[config.mk]
export PLATFORM = sky130hd
export DESIGN_NAME = riscv_mem_port_arbiter
export DESIGN_NICKNAME = d
export VERILOG_FILES = /design/src/rtl/riscv_memory_config_pkg.sv /design/src/rtl/riscv_memory_types_pkg.sv /design/src/rtl/riscv_mem_src_fifo.sv /design/src/rtl/riscv_mem_port_arbiter.sv
export SDC_FILE = /design/constraint.sdc
export NUM_CORES = 1
export LEC_CHECK = 0
export CAP_MARGIN = 25
export CORE_MARGIN = 2
export CORE_UTILIZATION = 40
export DETAILED_ROUTE_END_ITERATION = 6
export GPL_ROUTABILITY_DRIVEN = 1
export HOLD_SLACK_MARGIN = 0.02
export PLACE_DENSITY = 0.95
export SYNTH_ARGS = -nofsm -noshare
export SYNTH_HDL_FRONTEND = slang
export SYNTH_SLANG_ARGS = --single-unit
[constraint.sdc]
create_clock -name clk_i -period 5.45 [get_ports clk_i]
set_input_delay 1.09 -clock clk_i [delete_from_list [all_inputs] [get_ports clk_i]]
set_output_delay 1.09 -clock clk_i [all_outputs]
set_load 0.02 [all_outputs]
[src/rtl/riscv_memory_config_pkg.sv]
// Default sizing for the memory-port arbiter.
package riscv_memory_config_pkg;

    // Outstanding-transaction depth; power of two, at least 2.
    localparam int unsigned DEFAULT_MAX_OUTSTANDING = 4;
    // Consecutive data grants tolerated while fetch waits.
    localparam int unsigned DEFAULT_STARVE_LIMIT    = 4;

endpackage

[src/rtl/riscv_memory_types_pkg.sv]
// Shared memory-port types: request source tag and default-width request/response bundles.
package riscv_memory_types_pkg;

    localparam int unsigned MEM_ADDR_WIDTH = 32;
    localparam int unsigned MEM_DATA_WIDTH = 32;
    localparam int unsigned MEM_STRB_WIDTH = MEM_DATA_WIDTH / 8;

    // Which requester owns an outstanding transaction.
    typedef enum logic {
        SRC_FETCH = 1'b0,
        SRC_DATA  = 1'b1
    } mem_src_e;

    typedef struct packed {
        logic [MEM_ADDR_WIDTH-1:0] addr;
        logic                      we;
        logic [MEM_DATA_WIDTH-1:0] wdata;
        logic [MEM_STRB_WIDTH-1:0] wstrb;
    } mem_req_t;

    typedef struct packed {
        logic [MEM_DATA_WIDTH-1:0] rdata;
        logic                      err;
    } mem_rsp_t;

endpackage

[src/rtl/riscv_mem_src_fifo.sv]
// Synchronous FIFO of request source tags, used to route in-order responses.
module riscv_mem_src_fifo
    import riscv_memory_types_pkg::*;
#(
    parameter int unsigned DEPTH = 4
) (
    input  logic                       clk_i,
    input  logic                       rst_ni,
    input  logic                       push_i,
    input  mem_src_e                   push_src_i,
    input  logic                       pop_i,
    output mem_src_e                   head_o,
    output logic                       full_o,
    output logic                       empty_o,
    output logic [$clog2(DEPTH):0]     count_o
);

    localparam int unsigned PTR_WIDTH = $clog2(DEPTH);
    localparam int unsigned CNT_WIDTH = PTR_WIDTH + 1;

    mem_src_e               mem_q [DEPTH];
    logic [PTR_WIDTH-1:0]   wr_ptr_q;
    logic [PTR_WIDTH-1:0]   rd_ptr_q;
    logic [CNT_WIDTH-1:0]   count_q;
    logic                   push_en;
    logic                   pop_en;

    assign full_o  = (count_q == CNT_WIDTH'(DEPTH));
    assign empty_o = (count_q == '0);
    assign count_o = count_q;
    assign head_o  = mem_q[rd_ptr_q];

    // Push on a full FIFO or pop on an empty one is ignored.
    assign push_en = push_i && !full_o;
    assign pop_en  = pop_i && !empty_o;

    // Storage, pointers (wrap naturally since DEPTH is a power of two) and occupancy.
    always_ff @(posedge clk_i or negedge rst_ni) begin
        if (!rst_ni) begin
            for (int i = 0; i < int'(DEPTH); i++) begin
                mem_q[i] <= SRC_FETCH;
            end
            wr_ptr_q <= '0;
            rd_ptr_q <= '0;
            count_q  <= '0;
        end else begin
            if (push_en) begin
                mem_q[wr_ptr_q] <= push_src_i;
                wr_ptr_q        <= wr_ptr_q + PTR_WIDTH'(1);
            end
            if (pop_en) begin
                rd_ptr_q <= rd_ptr_q + PTR_WIDTH'(1);
            end
            unique case ({push_en, pop_en})
                2'b10:   count_q <= count_q + CNT_WIDTH'(1);
                2'b01:   count_q <= count_q - CNT_WIDTH'(1);
                default: count_q <= count_q;
            endcase
        end
    end

endmodule

[src/rtl/riscv_mem_port_arbiter.sv]
// Fetch/data arbiter onto one memory port: data-first priority with bounded
// fetch starvation, registered request stage, in-order response routing.
module riscv_mem_port_arbiter
    import riscv_memory_types_pkg::*;
    import riscv_memory_config_pkg::*;
#(
    parameter int unsigned ADDR_WIDTH      = 32,
    parameter int unsigned DATA_WIDTH      = 32,
    parameter int unsigned MAX_OUTSTANDING = DEFAULT_MAX_OUTSTANDING,
    parameter int unsigned STARVE_LIMIT    = DEFAULT_STARVE_LIMIT
) (
    input  logic                    clk_i,
    input  logic                    rst_ni,
    input  logic                    if_req_valid_i,
    output logic                    if_req_ready_o,
    input  logic [ADDR_WIDTH-1:0]   if_req_addr_i,
    output logic                    if_rsp_valid_o,
    input  logic                    if_rsp_ready_i,
    input  logic                    dm_req_valid_i,
    output logic                    dm_req_ready_o,
    input  logic [ADDR_WIDTH-1:0]   dm_req_addr_i,
    input  logic                    dm_req_we_i,
    input  logic [DATA_WIDTH-1:0]   dm_req_wdata_i,
    input  logic [DATA_WIDTH/8-1:0] dm_req_wstrb_i,
    output logic                    dm_rsp_valid_o,
    input  logic                    dm_rsp_ready_i,
    output logic [DATA_WIDTH-1:0]   rsp_rdata_o,
    output logic                    rsp_err_o,
    output logic                    m_req_valid_o,
    input  logic                    m_req_ready_i,
    output logic [ADDR_WIDTH-1:0]   m_req_addr_o,
    output logic                    m_req_we_o,
    output logic [DATA_WIDTH-1:0]   m_req_wdata_o,
    output logic [DATA_WIDTH/8-1:0] m_req_wstrb_o,
    input  logic                    m_rsp_valid_i,
    output logic                    m_rsp_ready_o,
    input  logic [DATA_WIDTH-1:0]   m_rsp_rdata_i,
    input  logic                    m_rsp_err_i,
    output logic                    err_unexpected_rsp_o
);

    localparam int unsigned CNT_WIDTH    = $clog2(MAX_OUTSTANDING) + 1;
    localparam int unsigned STARVE_WIDTH = $clog2(STARVE_LIMIT + 1);
    localparam logic [STARVE_WIDTH-1:0] STARVE_MAX = STARVE_WIDTH'(STARVE_LIMIT);

    typedef enum logic {
        StIdle,
        StHold
    } state_e;

    state_e                  state_q;
    logic [STARVE_WIDTH-1:0] starve_cnt_q;
    logic                    accept_slot;
    logic                    fetch_starved;
    logic                    grant_if;
    logic                    grant_dm;
    logic                    rsp_pop;
    logic                    fifo_full;
    logic                    fifo_empty;
    logic [CNT_WIDTH-1:0]    fifo_count;
    mem_src_e                fifo_head;

    // Winner selection; only looks at registered state so no response-to-ready path exists.
    always_comb begin
        accept_slot   = ((state_q == StIdle) || m_req_ready_i) && !fifo_full;
        fetch_starved = (starve_cnt_q == STARVE_MAX) && if_req_valid_i;
        grant_dm      = accept_slot && dm_req_valid_i && !fetch_starved;
        grant_if      = accept_slot && if_req_valid_i && !grant_dm;
    end

    assign if_req_ready_o = grant_if;
    assign dm_req_ready_o = grant_dm;

    // Request FSM with registered downstream valid and payload; payload only moves on accept.
    always_ff @(posedge clk_i or negedge rst_ni) begin
        if (!rst_ni) begin
            state_q       <= StIdle;
            m_req_valid_o <= 1'b0;
            m_req_addr_o  <= '0;
            m_req_we_o    <= 1'b0;
            m_req_wdata_o <= '0;
            m_req_wstrb_o <= '0;
        end else if (grant_dm) begin
            state_q       <= StHold;
            m_req_valid_o <= 1'b1;
            m_req_addr_o  <= dm_req_addr_i;
            m_req_we_o    <= dm_req_we_i;
            m_req_wdata_o <= dm_req_wdata_i;
            m_req_wstrb_o <= dm_req_wstrb_i;
        end else if (grant_if) begin
            state_q       <= StHold;
            m_req_valid_o <= 1'b1;
            m_req_addr_o  <= if_req_addr_i;
            m_req_we_o    <= 1'b0;
            m_req_wdata_o <= '0;
            m_req_wstrb_o <= '0;
        end else if ((state_q == StHold) && m_req_ready_i) begin
            state_q       <= StIdle;
            m_req_valid_o <= 1'b0;
        end
    end

    // Count data grants that overtook a waiting fetch; saturates at the limit.
    always_ff @(posedge clk_i or negedge rst_ni) begin
        if (!rst_ni) begin
            starve_cnt_q <= '0;
        end else if (!if_req_valid_i || grant_if) begin
            starve_cnt_q <= '0;
        end else if (grant_dm && (starve_cnt_q != STARVE_MAX)) begin
            starve_cnt_q <= starve_cnt_q + STARVE_WIDTH'(1);
        end
    end

    // Response routing by the oldest outstanding source; orphan responses are sunk.
    always_comb begin
        if_rsp_valid_o = 1'b0;
        dm_rsp_valid_o = 1'b0;
        m_rsp_ready_o  = 1'b1;
        if (!fifo_empty) begin
            if (fifo_head == SRC_FETCH) begin
                if_rsp_valid_o = m_rsp_valid_i;
                m_rsp_ready_o  = if_rsp_ready_i;
            end else begin
                dm_rsp_valid_o = m_rsp_valid_i;
                m_rsp_ready_o  = dm_rsp_ready_i;
            end
        end
    end

    assign rsp_rdata_o = m_rsp_rdata_i;
    assign rsp_err_o   = m_rsp_err_i;
    assign rsp_pop     = m_rsp_valid_i && m_rsp_ready_o && !fifo_empty;

    // Sticky flag for a response with nothing outstanding.
    always_ff @(posedge clk_i or negedge rst_ni) begin
        if (!rst_ni) begin
            err_unexpected_rsp_o <= 1'b0;
        end else if (m_rsp_valid_i && (fifo_count == '0)) begin
            err_unexpected_rsp_o <= 1'b1;
        end
    end

    riscv_mem_src_fifo #(
        .DEPTH (MAX_OUTSTANDING)
    ) u_src_fifo (
        .clk_i      (clk_i),
        .rst_ni     (rst_ni),
        .push_i     (grant_if || grant_dm),
        .push_src_i (grant_dm ? SRC_DATA : SRC_FETCH),
        .pop_i      (rsp_pop),
        .head_o     (fifo_head),
        .full_o     (fifo_full),
        .empty_o    (fifo_empty),
        .count_o    (fifo_count)
    );

endmodule

==> flow_summary.rst, run 1 <==
.. list-table::
   :header-rows: 1

   * - Metric
     - Value
   * - Status
     - finished clean
   * - Most used routing layer in global routing
     - met2
   * - Tmin final
     - 4243 ps
   * - Sequential-to-total area share from yosys stat
     - 53.54%
   * - Type of element capturing the critical path
     - output pin
   * - # port buffers
     - 184
   * - Cells after Synth
     - 378
   * - Crit path required time
     - 4360 ps
   * - CTS sink count
     - 85
   * - Filler Cells Inserted
     - 791
   * - Detail-routed net length per standard cell
     - 15.43 um
   * - Synth Register Bits
     - 85
   * - Top post-synthesis cells by area
     - dfrtp_1 (54%), a22o_1 (7.9%), nand2_1 (7.2%), buf_4 (6.6%), a31oi_1 (5.0%)
   * - Met2 Usage GRT
     - 31.98%
   * - Largest area contributor in the synthesized netlist
     - dfrtp_1
   * - Total Die Area
     - 10740 um^2
   * - Total power divided by cell area
     - 511.5 nW/um^2
   * - Lkg Pwr
     - 2.492 nW
   * - Cell with the most instances after synthesis
     - dfrtp_1
   * - Met1 usage
     - 21.86%
   * - Fraction of the cycle the final worst path needs
     - 77.86%
   * - Number of cells in the finished layout apart from fillers
     - 660
   * - Worst Setup Slack post-DPL
     - 1202 ps
   * - Maximum clock path buffer count
     - 2
   * - Worst-skew pair later-pin latency
     - 340 ps
   * - Netlist area before placement
     - 3973 um^2
   * - Grt met3 use
     - 6.482%
   * - Area overhead of the layout relative to synthesis
     - 45.98%
   * - Leading register cell type out of synthesis
     - dfrtp_1
   * - Number of global-route vias before repair
     - 3296
   * - Horiz. Die Dim
     - 103.7 um
   * - Max-cap viol count
     - 0
   * - Peak Freq
     - 0.2357 GHz
   * - Slew HR
     - 57.18%
   * - Placed instance count
     - 643
   * - Final setup slack of the worst path
     - 1207 ps
   * - IR Drop Worst-Case VDD
     - 0.2310 mV
   * - Kind of critical path
     - input pin to output pin
   * - Critical path startpoint category
     - input pin
   * - Die height
     - 103.7 um
   * - Final nets
     - 672
   * - Number of synthesized flops with an enable pin
     - 0
   * - Global-route wire length before repair
     - 16.29 mm
   * - Grt total ovfl
     - 0
   * - Synthesis Warnings
     - 0
   * - Setup TNS Final
     - 0 ps
   * - Clock tree skew after final layout
     - 15.38 ps
   * - Detailed-router iteration count before antenna repair
     - 4
   * - Setup repair after global routing missed its margin
     - false
   * - Number of post-CTS setup repair buffers
     - 0
   * - Number of buffers created by CTS
     - 9
   * - All-Layer GR Usage
     - 18.40%
   * - Proportion of netlist area held by the largest area contributor
     - 53.54%
   * - Max Transition Viols Final
     - 0
   * - Proportion of layout cells with a drive suffix above 1
     - 6.262%
   * - Synth Net Count
     - 528
   * - I/O pin cnt
     - 251
   * - Cts repair resizes
     - 0
   * - Post-synth cell types
     - 35
   * - Critical path arrival
     - 3150 ps
   * - Number of endpoints failing setup at the final stage
     - 0
   * - Asr flop ratio synth
     - 100.0%
   * - Routed WL
     - 10.18 mm
   * - DRC Markers
     - 0
   * - Commonest cells in the synthesized netlist
     - dfrtp_1 (85), nand2_1 (76), nor2_1 (38)
   * - Half-perimeter wire length after detailed placement
     - 7.604 mm
   * - Total count of hold-check failures in the final report
     - 0
   * - Post-CTS clock slew at the launch and capture registers of the worst setup and hold paths
     - 80 ps
   * - Clock tree from TritonCTS
     - yes
   * - Number of antenna diodes
     - 0
   * - CTS Hold Buffers Added
     - 0
   * - Number of cell rows
     - 36
   * - Initial Util
     - 41.02%
   * - Worst Tran Pin Value
     - 642.4 ps
   * - Pin count of the biggest net entering global routing
     - 86
   * - Antenna Nets Post-Route
     - 0
   * - Maximum fanout count along the critical path
     - 38
   * - Number of antenna violations at the first check in global routing
     - 0
   * - Number of design-rule violations left by the first detailed-router iteration
     - 84
   * - Total vias in the final route
     - 3304
   * - Core area
     - 9684 um^2
   * - Average cell area after synthesis
     - 10.51 um^2
   * - Type of the worst min-delay path
     - register to register
   * - DR vias/cell
     - 5.006
   * - Final Wtd Congestion
     - 0.8318
   * - CTS Root Buffer Type
     - clkbuf_8
   * - CTS H-tree depth
     - 3
## power by group
group / internal [W] / switching (W)
Clock: 0.000169 / 0.000227
Combinational: 0.000740 / 0.000752
Sequential: 0.000904 / 0.000175
## worst max-delay path, cell delays in order
cell	delay, ps
clkdlybuf4s50_1	480
nand3_1	130
nand2_1	60
buf_4	230
nor2_2	110
buf_4	350
clkdlybuf4s50_1	690
## per-layer routing
layer	up-vias	wire length, um	part of all wire (%)
li1	1549	-	-
met1	1547	4175	41
met2	189	4933	48
met3	19	937	9.2
met4	0	136	1.3
met5	-	0	0
## worst paths after layout
| path | startpoint | depth (start not counted) | to | slack [ps] |
|---|---|---|---|---|
| min | m_req_wstrb_o[2] | 1 | m_req_wstrb_o[2] | 500 |
| min in group asynchronous | rst_ni | 1 | m_req_wdata_o[25] | 700 |
| max | if_req_valid_i | 7 | dm_req_ready_o | 1210 |
| min reg2reg | m_req_wstrb_o[2] | 1 | m_req_wstrb_o[2] | 500 |
| max reg2reg | u_src_fifo.count_o[0] | 6 | u_src_fifo.count_o[1] | 2910 |
| max in group asynchronous | rst_ni | 2 | m_req_addr_o[25] | 4120 |
## through the flow
| step | hold WS, ps | util [%] | total power (W) | instance area [um^2] |
|---|---|---|---|---|
| after floorplan | 461.0 | - | 0.001944 | 3973 |
| after detailed placement | 476.1 | 57.88 | 0.002590 | 5605 |
| after global routing | 521.4 | 59.88 | 0.003143 | 5799 |
| after CTS | 506.0 | 59.68 | 0.002997 | 5779 |
| after global placement | 460.3 | 57.60 | 0.002528 | 5578 |
| final | 503.8 | 59.88 | 0.002966 | 5799 |
## layout by cell type, fill, tap and decap left out, types with 6 or more instances in the layout
master | netlist | routed
clkdlybuf4s50_1 | 0 | 183
clkbuf_8 | 0 | 9
nand2_1 | 76 | 76
ha_1 | 7 | 7
a31oi_1 | 32 | 32
dfrtp_1 | 85 | 85
a22o_1 | 36 | 36
nor2_1 | 38 | 37
mux2i_1 | 6 | 6
## state kept, by name, indices dropped and copies added, names as in the netlist
register / cells
err_unexpected_rsp_o: 1
m_req_addr_o: 32
m_req_wdata_o: 32
m_req_we_o: 1
m_req_wstrb_o: 4
starve_cnt_q: 3
state_q: 1
u_src_fifo.count_o: 3
u_src_fifo.mem_q: 4
u_src_fifo.rd_ptr_q: 2
u_src_fifo.wr_ptr_q: 2
## cells by family (layout without fill, tap and decap cells)
| group | after synthesis | in the layout | synth area share [%] |
|---|---|---|---|
| fa+ha+maj | 8 | 8 | 2.709 |
| compound gates | 78 | 78 | 14.99 |
| mux | 11 | 11 | 2.929 |
| buf+inv | 62 | 211 | 11.34 |
| xor+xnor | 5 | 5 | 1.103 |
| simple gates | 129 | 129 | 13.39 |
| flops | 85 | 85 | 53.54 |
## final cells by class
cell class | count | area [um^2] | share of cell area (%)
Sequential cell | 85 | 2127 | 36.68
Timing Repair Buffer | 189 | 1909 | 32.92
Multi-Input combinational cell | 231 | 1399 | 24.12
Tap cell | 133 | 166.4 | 2.869
Clock buffer | 10 | 127.6 | 2.201
Clock inverter | 6 | 46.29 | 0.7983
Inverter | 6 | 23.77 | 0.4099
Power figures use the tool's default switching activity.
==> inputs of run 2 (changes only) <==
--- a/config.mk
+++ b/config.mk
@@ -7,11 +7,11 @@
 export LEC_CHECK = 0
 export CAP_MARGIN = 25
 export CORE_MARGIN = 2
-export CORE_UTILIZATION = 40
+export CORE_UTILIZATION = 37
 export DETAILED_ROUTE_END_ITERATION = 6
 export GPL_ROUTABILITY_DRIVEN = 1
 export HOLD_SLACK_MARGIN = 0.02
-export PLACE_DENSITY = 0.95
+export PLACE_DENSITY = 0.91
 export SYNTH_ARGS = -nofsm -noshare
 export SYNTH_HDL_FRONTEND = slang
 export SYNTH_SLANG_ARGS = --single-unit
==> constraint.sdc (replaced) <==
create_clock -name clk_i -period 4.4 [get_ports clk_i]
set_input_delay 0.88 -clock clk_i [delete_from_list [all_inputs] [get_ports clk_i]]
set_output_delay 0.88 -clock clk_i [all_outputs]
set_load 0.02 [all_outputs]
==> run 2 against run 1 <==
Clock-buffer cell count unchanged. Combinational power rose by 23%. Via count unchanged. Critical path type unchanged. Largest power group unchanged. Critical path depth decreased by 2. Critical endpoint unchanged. Sequential power grew 24%. Design area up 0.30%.
==> flow_summary.rst, run 2 (synthesis gave the netlist of run 1 again) <==
.. list-table::
   :header-rows: 1

   * - Metric
     - Value
   * - Status
     - finished clean
   * - Clock tree from TritonCTS
     - yes
   * - Number of cells in the finished layout apart from fillers
     - 663
   * - Routed WL
     - 10.20 mm
   * - Leading cell type in the layout, fill and taps excluded
     - clkdlybuf4s50_1
   * - Leading registers by flop count
     - m_req_addr_o x32, m_req_wdata_o x32
   * - Total vias in the final route
     - 3304
   * - Fraction of the cycle the final worst path needs
     - 75.23%
   * - Max-cap viol count
     - 0
   * - # port buffers
     - 184
   * - Detail-routed net length per standard cell
     - 15.39 um
   * - CTS Root Buffer Type
     - clkbuf_8
   * - Area overhead of the layout relative to synthesis
     - 46.43%
   * - Placed instance count
     - 646
   * - Clock tree skew after final layout
     - 9.711 ps
   * - Number of endpoints failing setup at the final stage
     - 0
   * - Horiz. Die Dim
     - 107.6 um
   * - Total Die Area
     - 11580 um^2
   * - Number of design-rule violations left by the first detailed-router iteration
     - 182
   * - Max Transition Viols Final
     - 0
   * - Tmin final
     - 3310 ps
   * - Type of the worst min-delay path
     - input pin to asynchronous set/reset pin
   * - Worst Tran Pin Value
     - 630.9 ps
   * - Filler Cells Inserted
     - 864
   * - Number of antenna violations at the first check in global routing
     - 0
   * - Number of cell rows
     - 37
   * - DR vias/cell
     - 4.983
   * - CTS H-tree depth
     - 3
   * - Utilization after layout
     - 56.09%
   * - Global-route wire length before repair
     - 16.13 mm
   * - Type of element capturing the critical path
     - output pin
   * - Critical path startpoint category
     - input pin
   * - Maximum clock path buffer count
     - 2
   * - Cts repair resizes
     - 0
   * - Setup TNS Final
     - 0 ps
   * - Proportion of layout cells with a drive suffix above 1
     - 6.452%
   * - Worst-skew pair later-pin latency
     - 350 ps
   * - Maximum fanout count along the critical path
     - 5
   * - CTS sink count
     - 85
   * - Half-perimeter wire length after detailed placement
     - 7.588 mm
   * - Most frequent cells in the layout
     - clkdlybuf4s50_1 (183), dfrtp_1 (85), nand2_1 (76)
   * - DRC Markers
     - 0
   * - IR Drop Worst-Case VDD
     - 0.2323 mV
   * - Core area
     - 10370 um^2
   * - Number of global-route vias before repair
     - 3219
   * - Setup repair after global routing missed its margin
     - false
   * - Total count of hold-check failures in the final report
     - 0
   * - All-Layer GR Usage
     - 17.84%
   * - Lkg Pwr
     - 2.496 nW
   * - Initial Util
     - 38.31%
   * - Antenna Nets Post-Route
     - 0
   * - Die height
     - 107.6 um
   * - I/O pin cnt
     - 251
   * - Number of post-CTS setup repair buffers
     - 0
   * - Total power divided by cell area
     - 644.1 nW/um^2
   * - Number of buffers created by CTS
     - 9
   * - Peak Freq
     - 0.3021 GHz
   * - Crit path required time
     - 3520 ps
   * - Final Wtd Congestion
     - 0.8018
   * - Post-CTS clock slew at the launch and capture registers of the worst setup and hold paths
     - 90 ps
   * - Critical path arrival
     - 2430 ps
   * - Slew HR
     - 57.94%
   * - Kind of critical path
     - input pin to output pin
   * - Grt total ovfl
     - 0
   * - Detailed-router iteration count before antenna repair
     - 5
   * - Pin count of the biggest net entering global routing
     - 86
   * - Final nets
     - 672
   * - Number of antenna diodes
     - 0
   * - CTS Hold Buffers Added
     - 0
run 2: changes by cell type in the layout (fill, tap and decap cells not counted), sizes merged:
cell / before / now
bufinv: 0 / 1
clkinv: 3 / 1
clkinvlp: 2 / 3
run 2: layout make-up:
type | count | area, um^2 | share of cell area, %
clock buffer | 10 | 137.6 | 2.366
tap | 136 | 170.2 | 2.925
multi-input combinational | 231 | 1399 | 24.05
timing repair buffer | 189 | 1889 | 32.48
clock inverter | 6 | 70.07 | 1.205
inverter | 6 | 23.77 | 0.4087
sequential | 85 | 2127 | 36.57
run 2: critical path, cell delays in order:
cell and delay [ps]:
clkdlybuf4s50_1 480, nand2b_1 150, nand2_1 120, nor2_2 170, clkdlybuf4s50_1 620
run 2: per-layer routing:
| layer | global-route usage (%) | vias up | wire length (um) |
|---|---|---|---|
| li1 | - | 1549 | - |
| met1 | 22.12 | 1545 | 4228 |
| met2 | 28.26 | 194 | 4709 |
| met3 | 6.780 | 16 | 1109 |
| met4 | 6.685 | 0 | 155 |
| met5 | 0 | - | 0 |
run 2: path summary, 6_finish.rpt:
path / cells past startpoint / endpoint / start / slack, ps
min in group clk_i: 1 / err_unexpected_rsp_o / err_unexpected_rsp_o / 490
worst max register to register: 8 / u_src_fifo.count_o[2] / u_src_fifo.count_o[2] / 1800
max in group asynchronous: 2 / m_req_wdata_o[20] / rst_ni / 3310
worst max-delay path: 5 / dm_req_ready_o / m_req_ready_i / 1090
worst min register to register: 1 / err_unexpected_rsp_o / err_unexpected_rsp_o / 490
worst min-delay path: 1 / m_req_wdata_o[16] / rst_ni / 490
run 2: power by group:
group / leakage (nW) / total [W] / internal (W) / switching [W]
combinational: 1.38 / 0.00184 / 0.000913 / 0.000929
sequential: 1.02 / 0.00134 / 0.00112 / 0.000218
clock: 0.0955 / 0.000567 / 0.000282 / 0.000285
run 2: per-stage QoR:
stage	worst slack [ps]	total power (W)	instance area (um^2)	hold WS (ps)
finish	1090	0.003747	5817	488.4
global route	1026	0.003988	5817	505.4
CTS	1093	0.003786	5797	492.6
detailed placement	843.1	0.003201	5589	472.7
global placement	1026	0.003130	5589	472.2
floorplan	1764	0.002408	3973	461.0
==> inputs of run 3 (changes only) <==
--- a/config.mk
+++ b/config.mk
@@ -7,11 +7,11 @@
 export LEC_CHECK = 0
 export CAP_MARGIN = 25
 export CORE_MARGIN = 2
-export CORE_UTILIZATION = 37
+export CORE_UTILIZATION = 33
 export DETAILED_ROUTE_END_ITERATION = 6
 export GPL_ROUTABILITY_DRIVEN = 1
 export HOLD_SLACK_MARGIN = 0.02
-export PLACE_DENSITY = 0.91
+export PLACE_DENSITY = 0.86
 export SYNTH_ARGS = -nofsm -noshare
 export SYNTH_HDL_FRONTEND = slang
 export SYNTH_SLANG_ARGS = --single-unit
==> constraint.sdc (replaced) <==
create_clock -name clk_i -period 3 [get_ports clk_i]
set_input_delay 0.6 -clock clk_i [delete_from_list [all_inputs] [get_ports clk_i]]
set_output_delay 0.6 -clock clk_i [all_outputs]
set_load 0.02 [all_outputs]
==> run 3 against run 2 <==
Critical path depth unchanged. Sequential power up 46%. Register-to-register slack worse by 1100 ps. Clock-buffer cell count down 1. Non-clock buffer count up 2. Via count down 0.91%. Utilization down 5.9 points. Sequential cell count unchanged. First-iteration DRC count down 26%. Worst setup slack worse by 840 ps. Combinational power up 47%. Largest cell class unchanged.
==> flow_summary.rst, run 3 (synthesis gave the netlist of run 1 again) <==
.. list-table::
   :header-rows: 1

   * - Metric
     - Value
   * - Peak Freq
     - 0.3638 GHz
   * - Fraction of the cycle the final worst path needs
     - 91.62%
   * - Total Die Area
     - 12930 um^2
   * - Maximum fanout count along the critical path
     - 5
   * - Crit path required time
     - 2400 ps
   * - Global-route wire length before repair
     - 16.35 mm
   * - Number of global-route vias before repair
     - 3339
   * - Critical path arrival
     - 2150 ps
   * - I/O pin cnt
     - 251
   * - Leading cell type in the layout, fill and taps excluded
     - clkdlybuf4s50_1
   * - Final nets
     - 674
   * - Setup TNS Final
     - 0 ps
   * - Initial Util
     - 33.49%
   * - Cell internal power dissipation
     - 0.003652 W
   * - End of the worst register-to-register path
     - u_src_fifo.count_o[2]
   * - Routed WL
     - 10.00 mm
   * - Die height
     - 113.7 um
   * - Crit-path cells
     - clkdlybuf4s50_1 -> nand2b_1 -> nand2_1 -> nor2_2 -> clkdlybuf4s50_1
   * - Utilization after layout
     - 50.18%
   * - Cell family with the largest share of critical-path delay
     - buffers and inverters
   * - Type of element capturing the critical path
     - output pin
   * - # port buffers
     - 184
   * - IR Drop Worst-Case VDD
     - 0.4027 mV
   * - Number of antenna diodes
     - 0
   * - Area overhead of the layout relative to synthesis
     - 49.83%
   * - Leading registers by flop count
     - m_req_addr_o x32, m_req_wdata_o x32
   * - Sum of buffers and inverters on the critical path
     - 2
   * - Kind of critical path
     - input pin to output pin
   * - Worst-skew pair later-pin latency
     - 330 ps
   * - Setup repair after global routing missed its margin
     - false
   * - Most frequent cells in the layout
     - clkdlybuf4s50_1 (183), dfrtp_1 (85), nand2_1 (76)
   * - Worst r2r src
     - u_src_fifo.rd_ptr_q[1]
   * - DR vias/cell
     - 4.843
   * - Final Wtd Congestion
     - 0.7694
   * - Sw power
     - 0.002138 W
   * - Total vias in the final route
     - 3274
   * - Relative contribution of combinational cells to total power
     - 46.8%
   * - Switching share of power
     - 36.93%
   * - DRC Markers
     - 0
   * - CTS Root Buffer Type
     - clkbuf_16
   * - Maximum clock path buffer count
     - 2
   * - Number of design-rule violations left by the first detailed-router iteration
     - 134
   * - Max-cap viol count
     - 0
   * - Critical-path top delay cell
     - clkdlybuf4s50_1
   * - Clock tree skew after final layout
     - 8.313 ps
   * - Clock tree from TritonCTS
     - yes
   * - Slew HR
     - 70.76%
   * - Crit. Startpoint
     - m_req_ready_i
   * - Grt total ovfl
     - 0
   * - Core area
     - 11860 um^2
   * - Antenna Nets Post-Route
     - 0
   * - Cts repair resizes
     - 0
   * - Sequential share of power
     - 33.8%
   * - Number of endpoints failing setup at the final stage
     - 0
   * - CP peak stage delay
     - 640 ps
   * - Detail-routed net length per standard cell
     - 14.80 um
   * - Clk network pwr share
     - 19.4%
   * - Tmin final
     - 2749 ps
   * - Post-CTS clock slew at the launch and capture registers of the worst setup and hold paths
     - 70 ps
   * - Reg2Reg Depth
     - 9
   * - CTS H-tree depth
     - 3
   * - Detailed-router iteration count before antenna repair
     - 4
   * - Filler Cells Inserted
     - 1055
   * - Type of the worst min-delay path
     - input pin to asynchronous set/reset pin
   * - Library cell appearing most often on the critical path
     - clkdlybuf4s50_1
   * - Number of antenna violations at the first check in global routing
     - 0
   * - Number of cell rows
     - 40
   * - All-Layer GR Usage
     - 15.91%
   * - CTS sink count
     - 85
   * - CTS Hold Buffers Added
     - 0
   * - Half-perimeter wire length after detailed placement
     - 7.406 mm
   * - Worst Tran Pin Value
     - 438.7 ps
   * - Number of buffers created by CTS
     - 9
   * - Lkg Pwr
     - 2.560 nW
   * - Worst setup slack for register-to-register paths
     - 680 ps
   * - Horiz. Die Dim
     - 113.7 um
   * - Total count of hold-check failures in the final report
     - 0
   * - Number of post-CTS setup repair buffers
     - 0
   * - Status
     - finished clean
   * - Max Transition Viols Final
     - 0
   * - Proportion of layout cells with a drive suffix above 1
     - 6.805%
   * - Critical path startpoint category
     - input pin
   * - Total power divided by cell area
     - 972.9 nW/um^2
   * - Pin count of the biggest net entering global routing
     - 86
[run 3: cell count changes in the layout (fill, tap and decap cells not counted)]
cell	before	now
inv_6	2	3
buf_12	1	0
clkbuf_16	0	9
clkinvlp_4	3	1
clkinv_4	0	2
clkbuf_8	10	0
buf_16	0	1
buf_4	5	7
[run 3: metal layers]
| layer | global-route usage [%] | part of all wire (%) | wire length, um | up-vias |
|---|---|---|---|---|
| li1 | - | - | - | 1554 |
| met1 | 18.94 | 39 | 3932 | 1519 |
| met2 | 25.51 | 47 | 4748 | 187 |
| met3 | 7.439 | 12 | 1176 | 14 |
| met4 | 5.447 | 1.4 | 145 | 0 |
| met5 | 0 | 0 | 0 | - |
[run 3: worst max-delay path by stage]
stage	slack, ps	to	depth (start not counted)
floorplan	640	u_src_fifo.count_o[1]	8
global placement	290	dm_req_ready_o	5
detailed placement	270	dm_req_ready_o	5
CTS	250	dm_req_ready_o	5
global route	150	dm_req_ready_o	5
finish	250	dm_req_ready_o	5
[run 3: final cells by class]
cell class | count | area (um^2) | share of cell area [%]
Clock inverter | 7 | 81.33 | 1.366
Multi-Input combinational cell | 231 | 1399 | 23.50
Sequential cell | 85 | 2127 | 35.74
Tap cell | 147 | 183.9 | 3.090
Clock buffer | 9 | 225.2 | 3.784
Timing Repair Buffer | 191 | 1912 | 32.12
Inverter | 6 | 23.77 | 0.3994
[run 3: power by group through the flow]
stage               combinational [W]  clock, W  sequential [W]
finish                        0.00271   0.00112         0.00196
floorplan                     0.00108         0         0.00245
detailed placement            0.00272         0         0.00197
CTS                           0.00273   0.00117         0.00196
global placement              0.00267         0         0.00194
global route                  0.00292   0.00122         0.00202
[run 3: stage by stage]
step / power [W] / hold WS (ps) / instance area [um^2] / instances / setup slack, ps
5_1_grt: 0.006169 / 125.1 / 5952 / 676 / 146.4
6_report: 0.005791 / 119.9 / 5952 / 676 / 251.4
3_5_place_dp: 0.004695 / 481.4 / 5618 / 659 / 268.6
4_1_cts: 0.005864 / 494.0 / 5924 / 675 / 253.3
2_1_floorplan: 0.003532 / 304.4 / 3973 / 378 / 643.6
3_3_place_gp: 0.004610 / 468.4 / 5618 / 659 / 288.3
